$ cat src/rtl/copy_mux_pkg.sv
// Shared definitions for the copy_mux_pipe operand select stage.
//   - default WIDTH / NUM_SRC constants
//   - occupancy state encoding for the two-register output buffer
package copy_mux_pkg;

  localparam int unsigned DEF_WIDTH   = 8;
  localparam int unsigned DEF_NUM_SRC = 4;

  // Number of entries held in the main + skid registers.
  typedef enum logic [1:0] {
    ST_EMPTY = 2'd0,
    ST_ONE   = 2'd1,
    ST_TWO   = 2'd2
  } state_e;

endpackage : copy_mux_pkg

$ cat src/rtl/mux_n_select.sv
// Combinational N-source operand select with copy-last override.
// Ports:
//   sources      in  NUM_SRC*WIDTH  packed sources, source i at [i*WIDTH +: WIDTH]
//   sel          in  SEL_W          source index
//   hold         in  1              select last_q instead of a source
//   last_q       in  WIDTH          last accepted value
//   value        out WIDTH          selected value (zero when sel is out of range)
//   out_of_range out 1              sel >= NUM_SRC (raw, independent of hold)
module mux_n_select
  import copy_mux_pkg::*;
#(
  parameter  int unsigned WIDTH   = DEF_WIDTH,
  parameter  int unsigned NUM_SRC = DEF_NUM_SRC,
  localparam int unsigned SEL_W   = $clog2(NUM_SRC)
) (
  input  logic [NUM_SRC*WIDTH-1:0] sources,
  input  logic [SEL_W-1:0]         sel,
  input  logic                     hold,
  input  logic [WIDTH-1:0]         last_q,
  output logic [WIDTH-1:0]         value,
  output logic                     out_of_range
);

  logic [WIDTH-1:0] src_val;

  // Folds to constant zero when NUM_SRC is a power of two.
  assign out_of_range = (32'(sel) >= NUM_SRC);

  // Decoded select; indices past NUM_SRC match no source and leave zero.
  always_comb begin
    src_val = '0;
    for (int unsigned i = 0; i < NUM_SRC; i++) begin
      if (32'(sel) == i) begin
        src_val = sources[i*WIDTH +: WIDTH];
      end
    end
  end

  // Hold has priority over the range check.
  always_comb begin
    value = src_val;
    if (hold) begin
      value = last_q;
    end else if (out_of_range) begin
      value = '0;
    end
  end

endmodule : mux_n_select

$ cat src/rtl/copy_mux_pipe.sv
// Parametrised N-source operand select stage with registered output,
// valid/ready handshake, copy-last hold mode, sticky out-of-range flag and a
// 2-entry (main + skid) buffer so producer and consumer may stall independently.
// Ports:
//   clk        in  1              rising-edge clock
//   rst        in  1              asynchronous active-high reset
//   sources    in  NUM_SRC*WIDTH  packed sources, source i at [i*WIDTH +: WIDTH]
//   sel        in  SEL_W          source index, sampled on accept
//   hold       in  1              on accept re-issue last accepted value
//   in_valid   in  1              producer transfer request
//   in_ready   out 1              stage can accept (registered)
//   out_data   out WIDTH          head-of-buffer value (registered)
//   out_valid  out 1              out_data valid (registered)
//   out_ready  in  1              consumer takes out_data
//   sel_err    out 1              sticky: an out-of-range sel was accepted
module copy_mux_pipe
  import copy_mux_pkg::*;
#(
  parameter  int unsigned WIDTH   = DEF_WIDTH,
  parameter  int unsigned NUM_SRC = DEF_NUM_SRC,
  localparam int unsigned SEL_W   = $clog2(NUM_SRC)
) (
  input  logic                     clk,
  input  logic                     rst,
  input  logic [NUM_SRC*WIDTH-1:0] sources,
  input  logic [SEL_W-1:0]         sel,
  input  logic                     hold,
  input  logic                     in_valid,
  output logic                     in_ready,
  output logic [WIDTH-1:0]         out_data,
  output logic                     out_valid,
  input  logic                     out_ready,
  output logic                     sel_err
);

  state_e           state;
  logic [WIDTH-1:0] skid_q;
  logic [WIDTH-1:0] last_q;
  logic [WIDTH-1:0] mux_val;
  logic             mux_oor;
  logic             accept;
  logic             drain;

  assign accept = in_valid & in_ready;
  assign drain  = out_valid & out_ready;

  // Value selection ahead of the buffer.
  mux_n_select #(
    .WIDTH   (WIDTH),
    .NUM_SRC (NUM_SRC)
  ) u_select (
    .sources      (sources),
    .sel          (sel),
    .hold         (hold),
    .last_q       (last_q),
    .value        (mux_val),
    .out_of_range (mux_oor)
  );

  // Buffer FSM; in_ready/out_valid are registered from the next state so
  // out_ready has no combinational path to in_ready.
  always_ff @(posedge clk or posedge rst) begin
    if (rst) begin
      state     <= ST_EMPTY;
      out_data  <= '0;
      skid_q    <= '0;
      last_q    <= '0;
      sel_err   <= 1'b0;
      in_ready  <= 1'b1;
      out_valid <= 1'b0;
    end else begin
      if (accept) begin
        last_q <= mux_val;
        if (!hold && mux_oor) begin
          sel_err <= 1'b1;
        end
      end

      case (state)
        ST_EMPTY: begin
          if (accept) begin
            out_data  <= mux_val;
            out_valid <= 1'b1;
            state     <= ST_ONE;
          end
        end
        ST_ONE: begin
          if (accept && drain) begin
            out_data <= mux_val;
          end else if (accept) begin
            // Consumer stalled: park the new entry behind main.
            skid_q   <= mux_val;
            in_ready <= 1'b0;
            state    <= ST_TWO;
          end else if (drain) begin
            out_valid <= 1'b0;
            state     <= ST_EMPTY;
          end
        end
        ST_TWO: begin
          if (drain) begin
            out_data <= skid_q;
            in_ready <= 1'b1;
            state    <= ST_ONE;
          end
        end
        default: begin
          state     <= ST_EMPTY;
          in_ready  <= 1'b1;
          out_valid <= 1'b0;
        end
      endcase
    end
  end

endmodule : copy_mux_pipe

$ cat config.mk
export PLATFORM = sky130hd
export DESIGN_NAME = copy_mux_pipe
export DESIGN_NICKNAME = d
export VERILOG_FILES = /design/src/rtl/copy_mux_pkg.sv /design/src/rtl/mux_n_select.sv /design/src/rtl/copy_mux_pipe.sv
export SDC_FILE = /design/constraint.sdc
export NUM_CORES = 1
export LEC_CHECK = 0
export ABC_AREA = 0
export CAP_MARGIN = 20
export CORE_ASPECT_RATIO = 1.75
export CORE_MARGIN = 3
export CORE_UTILIZATION = 47
export CTS_CLUSTER_SIZE = 10
export DETAILED_ROUTE_END_ITERATION = 8
export PLACE_DENSITY = 0.8
export SLEW_MARGIN = 20
export SYNTH_ARGS = -nofsm -noshare
export SYNTH_HDL_FRONTEND = slang
export SYNTH_HIERARCHICAL = 1
export SYNTH_SLANG_ARGS = --single-unit
$ cat constraint.sdc
create_clock -name clk -period 2 [get_ports clk]
set_input_delay 0.4 -clock clk [delete_from_list [all_inputs] [get_ports clk]]
set_output_delay 0.4 -clock clk [all_outputs]
set_load 0.01 [all_outputs]
==> results.toml <==
[worst_setup_path]
cp_data_arrival_time_ns = 2.05
cp_max_fo = 8
reg2reg_depth = 4
crit_required_ns = 2.16
r2r_start = "state[1]"
critical_path_class = "input port to flop"
r2r-end = "out_data[0]"
worst_setup_path_end_kind = "flop"
regToRegSetupSlack_ns = 0.38
startpoint_type = "input port"

[global_routing]
grt_usage = 0.2102
grt_pass1_vias = 1433
overflow = 0
antenna_found_initial = 0
grt_pass1_wl_um = 6955
grt_max_degree = 30

[die]
rows = 28
die_y_um = 85.48
die_w_um = 51.42
start_util = 0.4942
dieArea_um2 = 4395
core-area_um2 = 3433
io_pins = 50

[synth]
synthesis.area_um2 = 1697
synth_most_common_cell = "mux2_2"
synth.distinct_cells = 29
yosysWarnings = 6
synth.avg_cell_area_um2 = 12.48
synthTopCellsByArea = "dfrtp_1 (41%), mux2_2 (25%), mux2_4 (8.8%)"
ys_ff_latch = 29
synthDominantCellAreaShare = 0.4130
yosys.area.top_type = "dfrtp_1"
synthTopCellsByCount = "mux2_2 (38), dfrtp_1 (28), inv_1 (13), mux2_4 (10)"
synth_edf_count = 0
syn_nets = 175
async_flop_share = 1.000
synthFlopType = "dfrtp_1"
ys_seq_area_frac = 0.4285
synthCells = 136

[power_and_ir_drop]
leakagePower_nw = 1.032
internal-power_mw = 1.834
seqPwrFrac = 0.405
power_frac_comb = 0.408
p_sw_uw = 768.3
ir_drop_mv = 0.8132
p_per_area_nw_per_um2 = 1083
p_clk_frac = 0.187
switching_share = 0.2952

[drt]
vias = 1268
wl_met2_um = 2213
vias_per_cell = 5.283
wl_um = 4076
detail_route.wl_per_cell_um = 16.98
drc = 0
drt_iter0_drc = 19
antenna_left = 0
top_layer_used = "met4"
wl_met3_um = 304
drtPass1Iterations = 4
wl_met1_um = 1502

[layout]
area_delta_synth_final_pct = 41.59
post-route-util = 0.6997
layout.nets = 233
n_antenna_cell = 0
final_cell_area_um2 = 2402
stdcell_count = 240
fillerInstances = 277
drive_gt1_frac = 0.3590

[cts]
clkSinkCount = 29
cts_buffers = 5
cts_buffer_depth = 2
cts_tree = "built"
hold_buffers = 0
cts.htree.levels = 2
cts_root_buf = "clkbuf_8"
clk_pin_slew_ns = 0.06
insertion_delay_ns = 0.27

[timing]
rsz0062_at_grt = "no"
slew_violations = 0
layout_min_cycle_time_ns = 1.887
finClkSkew_ns = 0.005332
fin_crit_sh = 0.9434
timing_hold_violations_final = 0
max_freq_mhz = 530.0
finalSetupViolCount = 0

[hold_path]
hold_path_depth = 1
min_to = "sel_err"
hp-class = "flop to flop"
min_from = "sel_err"

[placed_design]
port_buffers = 49
placed_cell_area_um2 = 2267
gp_congestion = 0.7319
post-dp-hpwl_um = 3119
place_inst = 230

[run_status]
outcome = "complete, no violations"

[job]
cap_violations = 0
## state kept, by name, indices dropped and copies added (netlist names)
signal and cells:
in_ready 1, sel_err 1, out_valid 1, out_data 8
state 2, skid_q 8, last_q 8
## worst max-delay path by stage
stage	slack (ns)	startpoint	end	cells after the start
CTS	0.12	sel[0]	out_data[7]	7
detailed placement	-0.36	sel[0]	out_data[2]	7
global placement	-0.36	sel[0]	out_data[2]	7
floorplan	0.23	sel[0]	out_data[5]	7
global route	0.02	sel[0]	out_data[3]	7
finish	0.11	sel[0]	out_data[5]	7
## power by group through the flow
stage,clock (mW),combinational (mW),sequential [mW]
detailed placement,0,1.06,1.06
CTS,0.501,1.08,1.06
floorplan,0,0.588,1.06
global placement,0,1.02,1.04
finish,0.487,1.06,1.05
global route,0.530,1.16,1.10
## worst max-delay path, stage by stage
cell           delay, ns
dlygate4sd2_1       0.27
bufbuf_16           0.30
mux2_4              0.30
o22ai_1             0.15
a21oi_1             0.09
mux2_2              0.28
mux2_2              0.27
## layer usage
layer / vias up / global-route usage
li1: 604 / -
met3: 7 / 0.06151
met2: 47 / 0.3956
met4: 0 / 0.07876
met5: - / 0
met1: 610 / 0.2059
## area by class of cell
type	count	area (um2)	share of cell area
Clock buffer	8	90.09	0.03750
Timing Repair Buffer	60	621.8	0.2589
Inverter	13	48.80	0.02031
Sequential cell	29	726.9	0.3026
Multi-Input combinational cell	85	858.3	0.3573
Tap cell	45	56.30	0.02344
## layout by cell type (no fill, tap or decap), types with 2 or more instances in the layout
cell type        netlist  final
o21ai_0                2      2
clkdlybuf4s50_1        0     48
mux2_4                10     10
mux2_2                38     38
clkbuf_1               0      2
o22ai_1                9      8
buf_4                  1      8
inv_1                 13     13
a21oi_1                9      9
clkbuf_8               0      6
buf_12                 1      2
dfrtp_1               28     28
## per-stage QoR
step | setup TNS (ns) | hold WS [ns] | power, mW | worst slack [ns]
final | 0 | 0.4904 | 2.602 | 0.1132
after global routing | 0 | 0.5120 | 2.785 | 0.02002
after CTS | 0 | 0.4976 | 2.637 | 0.1205
after detailed placement | -3.506 | 0.4839 | 2.127 | -0.3636
after global placement | -2.835 | 0.4480 | 2.063 | -0.3565
after floorplan | 0 | 0.4736 | 1.650 | 0.2289
## what timing repair did
action,4_1_cts,5_1_grt
setup endpoints to repair,7,0
buffers inserted,1,0
endpoints found under the hold margin,0,0
resized for setup,2,0
## cells by family (layout without fill, tap and decap cells)
kind of cell / Yosys count / count (layout) / synth area share
AND/OR/NAND/NOR: 9 / 9 / 0.03983
other: 1 / 1 / 0.002210
flip-flops: 29 / 29 / 0.4285
multiplexers: 49 / 49 / 0.3466
buffers and inverters: 22 / 81 / 0.06933
AO/OA/AOI/OAI: 26 / 26 / 0.1136
Power figures use the tool's default switching activity.
